File: config.mk
export PLATFORM = sky130hd
export DESIGN_NAME = fir_y_buffer
export DESIGN_NICKNAME = d
export VERILOG_FILES = /design/src/rtl/fir_y_buffer.sv
export SDC_FILE = /design/constraint.sdc
export NUM_CORES = 1
export LEC_CHECK = 0
export ABC_CLOCK_PERIOD_IN_PS = 3900
export BUFFER_PORTS_ARGS = -buffer_cell sky130_fd_sc_hd__buf_2
export CORE_ASPECT_RATIO = 0.6
export CORE_MARGIN = 1.5
export CORE_UTILIZATION = 58
export CTS_CLUSTER_DIAMETER = 80
export CTS_CLUSTER_SIZE = 40
export DETAILED_ROUTE_END_ITERATION = 6
export PLACE_DENSITY = 0.81
export SLEW_MARGIN = 30
export SYNTH_ARGS = -nofsm -noshare
export SYNTH_HDL_FRONTEND = slang
export SYNTH_SLANG_ARGS = --single-unit
export TNS_END_PERCENT = 10
File: constraint.sdc
create_clock -name axis_clk -period 3.9 [get_ports axis_clk]
set_input_delay 0.39 -clock axis_clk [delete_from_list [all_inputs] [get_ports axis_clk]]
set_output_delay 0.39 -clock axis_clk [all_outputs]
set_load 0.05 [all_outputs]
File: src/rtl/fir_y_buffer.sv
// Output stage for the FIR y[n] stream: narrows samples, buffers them in a FWFT FIFO,
// counts beats against cfg_length and flags framing errors. Define FIR_Y_SAT_EN for saturating narrowing.
module fir_y_buffer #(
    parameter int pDATA_WIDTH = 32,
    parameter int pOUT_WIDTH  = 16,
    parameter int pDEPTH      = 8
) (
    input  logic                   axis_clk,
    input  logic                   axis_rst_n,
    input  logic                   s_tvalid,
    input  logic [pDATA_WIDTH-1:0] s_tdata,
    input  logic                   s_tlast,
    output logic                   s_tready,
    output logic                   m_tvalid,
    output logic [pOUT_WIDTH-1:0]  m_tdata,
    output logic                   m_tlast,
    input  logic                   m_tready,
    input  logic [31:0]            cfg_length,
    input  logic                   clr,
    output logic [31:0]            sample_cnt,
    output logic                   done,
    output logic                   err_early_last,
    output logic                   err_missing_last,
    output logic                   err_sat
);

    localparam int AW = $clog2(pDEPTH);

    typedef enum logic [1:0] {
        ST_IDLE = 2'd0,
        ST_RUN  = 2'd1,
        ST_DONE = 2'd2
    } state_t;

    state_t state_q, state_d;

    logic [AW:0]           wr_ptr, rd_ptr;
    logic [pOUT_WIDTH:0]   mem [pDEPTH];
    logic                  fifo_full, fifo_empty;
    logic                  push, pop;
    logic [pOUT_WIDTH-1:0] narrow;
    logic                  clip;
    logic [31:0]           beat_n;
    logic                  len_set, len_hit, terminal, last_flag;

    // Full when the wrap bits differ and the index bits match.
    assign fifo_empty = (wr_ptr == rd_ptr);
    assign fifo_full  = (wr_ptr[AW] != rd_ptr[AW]) && (wr_ptr[AW-1:0] == rd_ptr[AW-1:0]);

    assign s_tready = (state_q != ST_DONE) && !fifo_full;
    assign m_tvalid = !fifo_empty;
    assign push     = s_tvalid && s_tready;
    assign pop      = m_tvalid && m_tready;

    assign beat_n    = sample_cnt + 32'd1;
    assign len_set   = (cfg_length != 32'd0);
    assign len_hit   = len_set && (beat_n == cfg_length);
    assign terminal  = s_tlast || len_hit;
    assign last_flag = terminal;

`ifdef FIR_Y_SAT_EN
    logic [pDATA_WIDTH-pOUT_WIDTH:0] top_bits;

    // Sample fits iff every bit above the output sign bit matches it.
    always_comb begin
        top_bits = s_tdata[pDATA_WIDTH-1:pOUT_WIDTH-1];
        clip     = !((&top_bits) || !(|top_bits));
        narrow   = s_tdata[pOUT_WIDTH-1:0];
        if (clip) begin
            narrow = s_tdata[pDATA_WIDTH-1] ? {1'b1, {(pOUT_WIDTH-1){1'b0}}}
                                            : {1'b0, {(pOUT_WIDTH-1){1'b1}}};
        end
    end

    always_ff @(posedge axis_clk or negedge axis_rst_n) begin
        if (!axis_rst_n) begin
            err_sat <= 1'b0;
        end else if (clr) begin
            err_sat <= 1'b0;
        end else if (push && clip) begin
            err_sat <= 1'b1;
        end
    end
`else
    logic unused_tdata;

    assign unused_tdata = ^s_tdata;
    assign clip         = 1'b0;
    assign narrow       = s_tdata[pOUT_WIDTH-1:0];
    assign err_sat      = 1'b0;
`endif

    always_ff @(posedge axis_clk or negedge axis_rst_n) begin
        if (!axis_rst_n) begin
            wr_ptr <= '0;
            rd_ptr <= '0;
        end else begin
            if (push) wr_ptr <= wr_ptr + 1'b1;
            if (pop)  rd_ptr <= rd_ptr + 1'b1;
        end
    end

    // NOTE: storage has no reset; pointers alone define validity, and the read mux
    // forces zero when empty so stale or X contents never reach m_tdata.
    always_ff @(posedge axis_clk) begin
        if (push) mem[wr_ptr[AW-1:0]] <= {last_flag, narrow};
    end

    always_comb begin
        {m_tlast, m_tdata} = '0;
        if (!fifo_empty) {m_tlast, m_tdata} = mem[rd_ptr[AW-1:0]];
    end

    // NOTE: default the next state first so every path assigns it and no latch is inferred.
    always_comb begin
        state_d = state_q;
        case (state_q)
            ST_IDLE: if (push) state_d = terminal ? ST_DONE : ST_RUN;
            ST_RUN:  if (push && terminal) state_d = ST_DONE;
            ST_DONE: state_d = ST_DONE;
            default: state_d = ST_IDLE;
        endcase
        if (clr) state_d = ST_IDLE;
    end

    // NOTE: sequential state uses non-blocking assignments so all registers update together.
    always_ff @(posedge axis_clk or negedge axis_rst_n) begin
        if (!axis_rst_n) begin
            state_q          <= ST_IDLE;
            sample_cnt       <= '0;
            err_early_last   <= 1'b0;
            err_missing_last <= 1'b0;
        end else begin
            state_q <= state_d;
            if (clr) begin
                sample_cnt       <= '0;
                err_early_last   <= 1'b0;
                err_missing_last <= 1'b0;
            end else if (push) begin
                sample_cnt <= beat_n;
                if (s_tlast && len_set && (beat_n < cfg_length)) err_early_last <= 1'b1;
                if (!s_tlast && len_hit) err_missing_last <= 1'b1;
            end
        end
    end

    assign done = (state_q == ST_DONE);

endmodule

Word level (Yosys, flattened, before mapping)
Memory sizes are Yosys's and may differ from the RTL's.
Cells that the tools add are included.
- $add $sub $neg: 3
- $lt $le $gt $ge: 1
- equal/unequal tests: 9
- mux-type cells: 17
- reductions and logical operators: 21
- operator list (operator ; count):
    32-bit two-way mux ; 2
    32-bit by 1-bit adder with 32-bit output, second input constant ; 1
    32-bit == test ; 1
    32-bit < comparator ; 1
    32-bit nonzero test ; 1
    16-bit two-way mux ; 1
    1-bit logical AND ; 9
    1-bit two-way mux ; 9
    4-bit by 1-bit adder with 4-bit output, second input constant ; 2
    2-bit two-way mux ; 4
    3-bit != test, second input constant ; 2
    2-bit case mux with 3 select lines ; 1
    2-bit AND reduction ; 3
    2-bit nonzero test ; 3
    4-bit == test ; 1
    3-bit == test ; 1
    1-bit zero test ; 3
    2-bit by 1-bit == test with 1-bit output, second input constant ; 1
    2-bit == test, second input constant ; 1
    2-bit zero test ; 1
    2-bit != test, second input constant ; 1
    1-bit logical OR ; 1
    1-bit != test ; 1
- bits in registers: 44
- bits in writable memories: 136
- input port bits: 70
- output and inout port bits: 55
- memories: 1
- memory list (name ; depth ; width ; rd ports ; clocked after Yosys merged registers in ; wr ports ; line ; RTL):
    mem ; 8 ; 17 ; 1 ; 0 ; 1 ; 38 ; logic [pOUT_WIDTH:0] mem [pDEPTH];

Longest topological paths before layout
Gate-level depths: netlist of run 1.
- depth in word-level cells: 9
- depth in mapped cells: 14
- gate-level depth less buffers: 13

Worst setup path before layout of run 1
OpenSTA, ideal clock, no wires.
- kind: reg2reg
- start point: reg state_q[0]
- end point: mem mem[2][0] (netlist name) (enable)
- arrival: 3.841 ns
- slack: -0.382 ns
- stages on the path, launching flop included: 7
- path buffers: 1
- clock period less this slack: 4.282 ns
- cells stage by stage: dfrtp_1 -> inv_1 -> ha_1 -> a41oi_2 -> nand2_2 -> clkbuf_1 -> nor4b_1
- cells in the longest elaborated chain, start to end: 5
- RTL lines (item ; line ; RTL):
    start: declaration ; 35 ; state_t state_q, state_d;
    start signal: assignment ; 134 ; state_q <= state_d;
    2-bit != test ; 50 ; assign s_tready = (state_q != ST_DONE) && !fifo_full;
    1-bit logical AND ; 50 ;
    via s_tready ; 13 ; output logic s_tready,
    1-bit logical AND ; 52 ; assign push = s_tvalid && s_tready;
    1-bit two-way mux ; 106 ; if (push) mem[wr_ptr[AW-1:0]] <= {last_flag, narrow};
    1-bit two-way mux (implied by the code) ; 106 ;
    end: declaration ; 38 ;
The timed path passes the listed nets, and every way through them passes these cells.

Worst setup path after layout of run 1
- start point: reg sample_cnt[21]
- end point: reg state_q[0]
- cells in the longest elaborated chain, start to end: 8
- RTL lines (item ; line ; RTL):
    start: declaration ; 20 ; output logic [31:0] sample_cnt,
    start signal: assignment ; 140 ; sample_cnt <= beat_n;
    32-bit by 1-bit adder with 32-bit output (*) ; 55 ; assign beat_n = sample_cnt + 32'd1;
    32-bit == test (*) ; 57 ; assign len_hit = len_set && (beat_n == cfg_length);
    1-bit logical AND (*) ; 57 ;
    1-bit logical OR (*) ; 58 ; assign terminal = s_tlast || len_hit;
    via last_flag ; 44 ; logic len_set, len_hit, terminal, last_flag;
    2-bit two-way mux (2 in series) ; 118 ; ST_IDLE: if (push) state_d = terminal ? ST_DONE : ST_RUN;
    2-bit case mux with 3 select lines ; 117 ; case (state_q)
    2-bit two-way mux ; 123 ; if (clr) state_d = ST_IDLE;
The timed path passes the listed nets; every way through them passes the cells marked *. The select of a mux whose other input is x is not followed.
A chain may end at the register's enable or synchronous reset.

==> summary.txt, run 1 <==
Route
  • Number of nets with antenna violations after detailed routing: 0
  • Detailed-route wire length per cell: 20.3 um
  • Remaining routing DRC violations: 0
  • Detailed Route WL: 19900 um
  • Starting DRT DRC Count: 543
  • Total iterations of the first detailed-routing run: 5
  • Vias per std cell: 5.89
  • Vias after detailed routing: 5758

Placed design
  • Standard cell area after detailed placement: 9620 um2
  • Number of placed instances, taps included: 945
  • Routability-driven placement congestion ratio: 0.971
  • IO Port Bufs: 107
  • Worst-case setup slack after placement: 0.160 ns
  • DP HPWL: 13300 um

CTS
  • Maximum clock path buffer count: 2
  • Latest clock arrival within the worst-skew pair: 0.43 ns
  • Worst-path clk slew: 0.07 ns
  • CTS buffer count: 17
  • CTS tree: done
  • Deepest level of the CTS H-tree: 4
  • CTS Hold Buffers Added: 0
  • Buffer cell driving the clock tree root: sky130_fd_sc_hd__clkbuf_16
  • Sinks on the clock net: 180

Die
  • Site row count: 34
  • Die width: 162 um
  • Top-Level Pins: 125
  • Effective utilization at floorplan: 60.1%
  • Area enclosed by the die boundary: 15900 um2
  • Vert. Die Dim: 98.4 um
  • Core Region: 14600 um2

Layout
  • Area growth, synth to finish: 16.1%
  • Area of all placed cells without fillers: 10200 um2
  • Area used by sequential logic in the layout: 5190 um2
  • Number of nets in the final layout: 875
  • Proportion of layout cells with a drive suffix above 1: 27.5%
  • Combined area of the multi-input logic cells: 3370 um2
  • Fill cell count: 1005
  • Number of antenna cells inserted: 0
  • Non-filler cells in the finished layout: 977

Setup path
  • Arrival @ worst endpoint: 3.85 ns
  • Cell repeated most along the worst path: sky130_fd_sc_hd__nand4_1
  • Category of the critical setup timing path: register to register
  • Worst stage delay on the critical path: 0.50 ns
  • Critical Path End Type: register
  • Crit-path cells: nand4_1 -> or2_2 -> nor4_4 -> nand3_1 -> xnor2_1 -> ha_1 -> nand4_1 -> nor4_2 -> o2111a_1 -> nor2_1 -> inv_1 -> a2111oi_0
  • Library cell contributing the largest single delay on the critical path: sky130_fd_sc_hd__nor4_4
  • Data required time at the worst endpoint: 4.20 ns
  • Type of element launching the critical path: register
  • Critical path fanouts, max: 9

Global route
  • All-layer global routing usage: 26.3%
  • Remaining global-route overflow: 0
  • Pin count of the biggest net entering global routing: 45
  • Global-route wire length before repair: 31100 um
  • Vias in the first global route: 5777
  • Initial antenna violation count: 0

Synth
  • Commonest cells in the netlist: sky130_fd_sc_hd__edfxtp_1 (136), sky130_fd_sc_hd__nor2_1 (72), sky130_fd_sc_hd__dfrtp_1 (44), sky130_fd_sc_hd__inv_1 (41), sky130_fd_sc_hd__xnor2_1 (41)
  • Portion of synthesized cell area occupied by the leading cell type: 46.4%
  • Count of different cell masters after synthesis: 51
  • Per-instance average area after synthesis: 13.5 um2
  • EDFF count, synth: 136
  • Number of nets in the synthesized netlist: 759
  • Number of warning messages in the yosys log: 0
  • Syn Inst Count: 650
  • Portion of the post-synthesis area used by sequential elements: 59.0%
  • Dominant synthesized flop cell: sky130_fd_sc_hd__edfxtp_1
  • Top-count cell post-synth: sky130_fd_sc_hd__edfxtp_1
  • Count of state elements after synthesis: 180
  • Post-synthesis cell type with the largest combined area: sky130_fd_sc_hd__edfxtp_1
  • Leading post-synthesis cells by cell area: sky130_fd_sc_hd__edfxtp_1 (46%), sky130_fd_sc_hd__dfrtp_1 (13%), sky130_fd_sc_hd__mux4_2 (8.7%)
  • Fraction of registers with async set or reset after synthesis: 24.4%
  • Syn Std Cell Area: 8790 um2

Timing
  • Setup Viol. Count Final: 0
  • Max Clock Freq: 0.282 GHz
  • Final-layout setup total negative slack: 0 ns
  • Unrepaired setup endpoints after global routing: false
  • Clock period minus final worst setup slack: 3.55 ns
  • Worst Hold Margin: 0.0316 ns
  • Final number of max-transition violations: 0
  • Hold Fails Final Rpt: 0
  • Least setup slack across all paths after layout: 0.350 ns
  • Pin slew with the least headroom to its limit: 0.798 ns
  • Clock skew after layout: 0.0162 ns
  • Period utilization: 91.0%
  • Slew margin rel.: 46.8%

Power
  • Lkg Pwr: 0.00420 uW
  • IR Drop Worst-Case VDD: 0.467 mV
  • Pwr dens: 674 nW/um2

Run status
  • Run status: complete, no violations

Run
  • Max-Cap Viols: 0

Worst hold path
  • Hold Path Class: primary input to async pin
layer usage:
layer  track usage, %  up-vias  routed length [um]
li1                 -     2613                   -
met1             37.8     2875                8740
met2             41.1      241                9320
met3             5.35       29                1500
met4             8.05        0                 287
met5                0        -                   0
where the power goes:
part / internal, uW / switching (uW)
Combinational: 866 / 1780
Sequential: 2350 / 205
Clock: 862 / 809
Total: 4080 / 2800
cell usage in the layout (no fill, tap or decap), types with 7 or more instances in the layout:
cell / n
sky130_fd_sc_hd__mux4_2: 34
sky130_fd_sc_hd__a21oi_1: 21
sky130_fd_sc_hd__buf_2: 107
sky130_fd_sc_hd__ha_1: 39
sky130_fd_sc_hd__nand2_1: 40
sky130_fd_sc_hd__nor2_1: 72
sky130_fd_sc_hd__o21ai_0: 9
sky130_fd_sc_hd__nor3_1: 10
sky130_fd_sc_hd__nor4_1: 9
sky130_fd_sc_hd__mux2i_1: 17
sky130_fd_sc_hd__inv_8: 8
sky130_fd_sc_hd__inv_1: 41
sky130_fd_sc_hd__xnor2_1: 41
sky130_fd_sc_hd__nand4_1: 16
sky130_fd_sc_hd__buf_4: 18
sky130_fd_sc_hd__and3_1: 7
sky130_fd_sc_hd__clkbuf_16: 17
sky130_fd_sc_hd__dfrtp_1: 43
sky130_fd_sc_hd__nand3_1: 15
sky130_fd_sc_hd__edfxtp_1: 136
sky130_fd_sc_hd__xor2_1: 26
metrics by stage:
step | total power [uW] | util (%)
detailed placement | 5240 | 65.7
finish | 6880 | 69.7
CTS | 6920 | 69.7
global route | 7180 | 69.7
global placement | 5140 | 65.7
floorplan | 4550 | -
critical path: cells and delay by family (launching register included):
kind	cells	cell delay, ns
simple gates	7	1.75
compound gates	2	0.53
flops	1	0.49
fa+ha+maj	1	0.29
buf+inv	1	0.21
xor+xnor	1	0.15
worst paths after layout:
kind                                start             end  slack (ns)  cells past startpoint
max                        sample_cnt[21]      state_q[0]        0.35                     12
min                            axis_rst_n  sample_cnt[20]        0.03                      2
max reg2reg                sample_cnt[21]      state_q[0]        0.35                     12
min reg2reg                     rd_ptr[3]       rd_ptr[3]        0.50                      1
max in group asynchronous      axis_rst_n       rd_ptr[0]        3.40                      2
min in group axis_clk          s_tdata[7]       mem[0][7]        0.23                      1
flip-flops by register name, summed over array words and instances (netlist names):
register / flops
err_early_last: 1
err_missing_last: 1
mem: 136
rd_ptr: 4
sample_cnt: 32
state_q: 2
wr_ptr: 4
cell type report:
cell class | instances | share of cell area [%]
clock buffers | 18 | 4.21
clock inverters | 14 | 1.46
inverters | 41 | 1.51
multi-input cells | 401 | 33.0
flip-flops and latches | 180 | 50.8
well taps | 198 | 2.43
repair buffers | 125 | 6.57
logic make-up after synthesis:
| family | Yosys count | synth area share, % |
|---|---|---|
| xor gates and xnor gates | 67 | 6.67 |
| and+or+nand+nor | 199 | 11.6 |
| buffers and inverters | 69 | 3.32 |
| DFF | 180 | 59.0 |
| muxes | 52 | 10.8 |
| AOI/OAI and AO/OA | 43 | 3.03 |
| adders and majority gates | 39 | 5.55 |
| other | 1 | 0.0427 |
repair_timing:
item,CTS,global route
endpoints found under the setup margin,0,10
gates resized for setup,0,2
setup buffers,0,0
Power figures use the tool's default switching activity.
==> inputs of run 2 (changes only) <==
--- a/config.mk
+++ b/config.mk
@@ -9,11 +9,14 @@
 export BUFFER_PORTS_ARGS = -buffer_cell sky130_fd_sc_hd__buf_2
 export CORE_ASPECT_RATIO = 0.6
 export CORE_MARGIN = 1.5
-export CORE_UTILIZATION = 58
+export CORE_UTILIZATION = 60
+export CTS_BUF_LIST = sky130_fd_sc_hd__clkbuf_8
 export CTS_CLUSTER_DIAMETER = 80
 export CTS_CLUSTER_SIZE = 40
 export DETAILED_ROUTE_END_ITERATION = 6
-export PLACE_DENSITY = 0.81
+export GPL_TIMING_DRIVEN = 0
+export HOLD_SLACK_MARGIN = 0.12
+export PLACE_DENSITY = 0.83
 export SLEW_MARGIN = 30
 export SYNTH_ARGS = -nofsm -noshare
 export SYNTH_HDL_FRONTEND = slang
==> summary.txt, run 2 (synthesis results as in run 1) <==
Global route
  • Pin count of the biggest net entering global routing: 45 (unchanged)
  • Vias in the first global route: 5769 (was 5777)
  • Global-route wire length before repair: 31400 um (was 31100 um)
  • Remaining global-route overflow: 0 (unchanged)
  • All-layer global routing usage: 27.0% (was 26.3%)
  • Initial antenna violation count: 0 (unchanged)

Route
  • Vias after detailed routing: 5908 (was 5758)
  • Total iterations of the first detailed-routing run: 5 (unchanged)
  • Remaining routing DRC violations: 0 (unchanged)
  • Detailed Route WL: 20000 um (was 19900 um)
  • Number of nets with antenna violations after detailed routing: 0 (unchanged)
  • Starting DRT DRC Count: 528 (was 543)
  • Detailed-route wire length per cell: 19.9 um (was 20.3 um)
  • Vias per std cell: 5.87 (was 5.89)

Setup path
  • Critical Path End Type: register (unchanged)
  • Category of the critical setup timing path: register to register (unchanged)
  • Data required time at the worst endpoint: 4.22 ns (was 4.20 ns)
  • Type of element launching the critical path: register (unchanged)
  • Library cell contributing the largest single delay on the critical path: sky130_fd_sc_hd__dfrtp_1 (was sky130_fd_sc_hd__nor4_4)
  • Number of buffers and inverters on the critical path: 1 (unchanged)
  • Arrival @ worst endpoint: 3.97 ns (was 3.85 ns)
  • Cell type group with the largest total delay on the critical path: simple AND/OR/NAND/NOR gates (unchanged)
  • Worst stage delay on the critical path: 0.50 ns (about the same)
  • Crit-path cells: ha_1 -> nand3_1 -> nor3_4 -> nand3_2 -> nor2_1 -> xor2_1 -> ha_1 -> nand4_1 -> nor4_4 -> o2111a_1 -> nor2_1 -> inv_1 -> a2111oi_0 (was nand4_1 -> or2_2 -> nor4_4 -> nand3_1 -> xnor2_1 -> ha_1 -> nand4_1 -> nor4_2 -> o2111a_1 -> nor2_1 -> inv_1 -> a2111oi_0)
  • Critical path fanouts, max: 9 (unchanged)

Timing
  • Final-layout setup total negative slack: 0 ns (unchanged)
  • Hold Fails Final Rpt: 0 (unchanged)
  • Worst Hold Margin: 0.192 ns (was 0.0316 ns)
  • Slew margin rel.: 46.1% (was 46.8%)
  • Max Clock Freq: 0.274 GHz (was 0.282 GHz)
  • Clock skew after layout: 0.0221 ns (was 0.0162 ns)
  • Final number of max-transition violations: 0 (unchanged)
  • Pin slew with the least headroom to its limit: 0.809 ns (was 0.798 ns)
  • Period utilization: 93.6% (was 91.0%)
  • Clock period minus final worst setup slack: 3.65 ns (was 3.55 ns)
  • Setup Viol. Count Final: 0 (unchanged)

Run
  • Max-Cap Viols: 0 (unchanged)

Layout
  • Fill cell count: 972 (was 1005)
  • Commonest non-fill, non-tap cells in the layout: sky130_fd_sc_hd__edfxtp_1 (136), sky130_fd_sc_hd__buf_2 (119), sky130_fd_sc_hd__nor2_1 (71), sky130_fd_sc_hd__dfrtp_1 (44) (was sky130_fd_sc_hd__edfxtp_1 (136), sky130_fd_sc_hd__buf_2 (107), sky130_fd_sc_hd__nor2_1 (72), sky130_fd_sc_hd__dfrtp_1 (43))
  • Final core utilization: 71.2% (was 69.7%)
  • Proportion of layout cells with a drive suffix above 1: 28.9% (was 27.5%)
  • Number of nets in the final layout: 905 (was 875)
  • Largest register FFs: 136 (unchanged)
  • Combined area of the multi-input logic cells: 3390 um2 (was 3370 um2)
  • Number of antenna cells inserted: 0 (unchanged)
  • Area of all placed cells without fillers: 10200 um2 (about the same)
  • Area growth, synth to finish: 16.4% (was 16.1%)
  • Leading cell type in the layout, fill and taps excluded: sky130_fd_sc_hd__edfxtp_1 (unchanged)
  • Area used by sequential logic in the layout: 5180 um2 (was 5190 um2)
  • Non-filler cells in the finished layout: 1007 (was 977)

CTS
  • Worst-path clk slew: 0.12 ns (was 0.07 ns)
  • CTS tree: done (unchanged)
  • Maximum clock path buffer count: 2 (unchanged)
  • CTS buffer count: 17 (unchanged)
  • Latest clock arrival within the worst-skew pair: 0.46 ns (was 0.43 ns)
  • Buffer cell driving the clock tree root: sky130_fd_sc_hd__clkbuf_8 (was sky130_fd_sc_hd__clkbuf_16)
  • Deepest level of the CTS H-tree: 4 (unchanged)
  • Sinks on the clock net: 180 (unchanged)

Die
  • Core Region: 14400 um2 (was 14600 um2)
  • Vert. Die Dim: 96.8 um (was 98.4 um)
  • Top-Level Pins: 125 (unchanged)
  • Area enclosed by the die boundary: 15400 um2 (was 15900 um2)
  • Site row count: 34 (unchanged)
  • Effective utilization at floorplan: 61.1% (was 60.1%)
  • Die width: 159 um (was 162 um)

Placed design
  • Standard cell area after detailed placement: 9760 um2 (was 9620 um2)
  • DP HPWL: 14600 um (was 13300 um)
  • Number of placed instances, taps included: 970 (was 945)
  • Routability-driven placement congestion ratio: 0.974 (was 0.971)
  • IO Port Bufs: 107 (unchanged)

Power
  • IR Drop Worst-Case VDD: 0.472 mV (was 0.467 mV)
  • Pwr dens: 646 nW/um2 (was 674 nW/um2)
  • Lkg Pwr: 0.00424 uW (was 0.00420 uW)

Worst hold path
  • Hold Path Class: primary input to register (was primary input to async pin)

Run status
  • Run status: complete, no violations (unchanged)
## run 2: cell count changes in the layout (fill, tap and decap cells not counted), sizes merged
cell and delta:
buf +19, clkbuf +9, clkinv +4, clkinvlp -1, dlygate4sd3 +1, inv -2
## run 2: power breakdown
group / switching (uW) / leakage [uW] / total (uW) / internal, uW
logic: 1970 / 0.00221 / 2890 / 926
registers: 100 / 0.00183 / 2450 / 2350
clock network: 771 / 0.000206 / 1260 / 493
## run 2: cell type report
| cell class | count | area share [%] |
|---|---|---|
| Sequential cell | 180 | 50.7 |
| Multi-Input combinational cell | 401 | 33.1 |
| Timing Repair Buffer | 127 | 6.91 |
| Tap cell | 198 | 2.42 |
| Clock buffer | 17 | 2.29 |
| Clock inverter | 15 | 1.72 |
| Inverter | 41 | 1.50 |
| Buffer | 28 | 1.35 |
## run 2: worst paths after layout
kind                       slack, ns              to          start  depth (start not counted)
max                             0.25      state_q[0]  sample_cnt[0]                         13
min                             0.19      mem[4][12]    s_tdata[12]                          1
max reg2reg                     0.25      state_q[0]  sample_cnt[0]                         13
min reg2reg                     0.51       wr_ptr[3]      wr_ptr[3]                          1
max in group asynchronous       2.99   sample_cnt[3]     axis_rst_n                          2
min in group asynchronous       0.46  sample_cnt[20]     axis_rst_n                          2
## run 2: what timing repair did
item,in CTS,in global routing
gates resized for setup,0,3
setup buffers,0,4
endpoints found under the hold margin,44,0
setup endpoints to repair,0,10
hold buffers,1,0
## run 2: per-layer routing
metal	share of wire, %	track usage [%]
met5	0	0
met4	0.71	5.01
met2	47	40.4
met3	8.2	7.85
met1	44	39.9
## run 2: worst reg2reg max path, cell delays in order (launching register included)
cell and delay [ns]:
sky130_fd_sc_hd__dfrtp_1 0.50, sky130_fd_sc_hd__ha_1 0.27, sky130_fd_sc_hd__nand3_1 0.22, sky130_fd_sc_hd__nor3_4 0.38, sky130_fd_sc_hd__nand3_2 0.27, sky130_fd_sc_hd__nor2_1 0.20
sky130_fd_sc_hd__xor2_1 0.19, sky130_fd_sc_hd__ha_1 0.27, sky130_fd_sc_hd__nand4_1 0.18, sky130_fd_sc_hd__nor4_4 0.09, sky130_fd_sc_hd__o2111a_1 0.16, sky130_fd_sc_hd__nor2_1 0.21
sky130_fd_sc_hd__inv_1 0.19, sky130_fd_sc_hd__a2111oi_0 0.41
## run 2: stage by stage
step	setup slack, ns	total power [uW]
floorplan	-0.187	4550
global placement	-1.11	5170
detailed placement	0.0750	5360
CTS	0.0605	6630
global route	-0.0296	6900
finish	0.250	6610
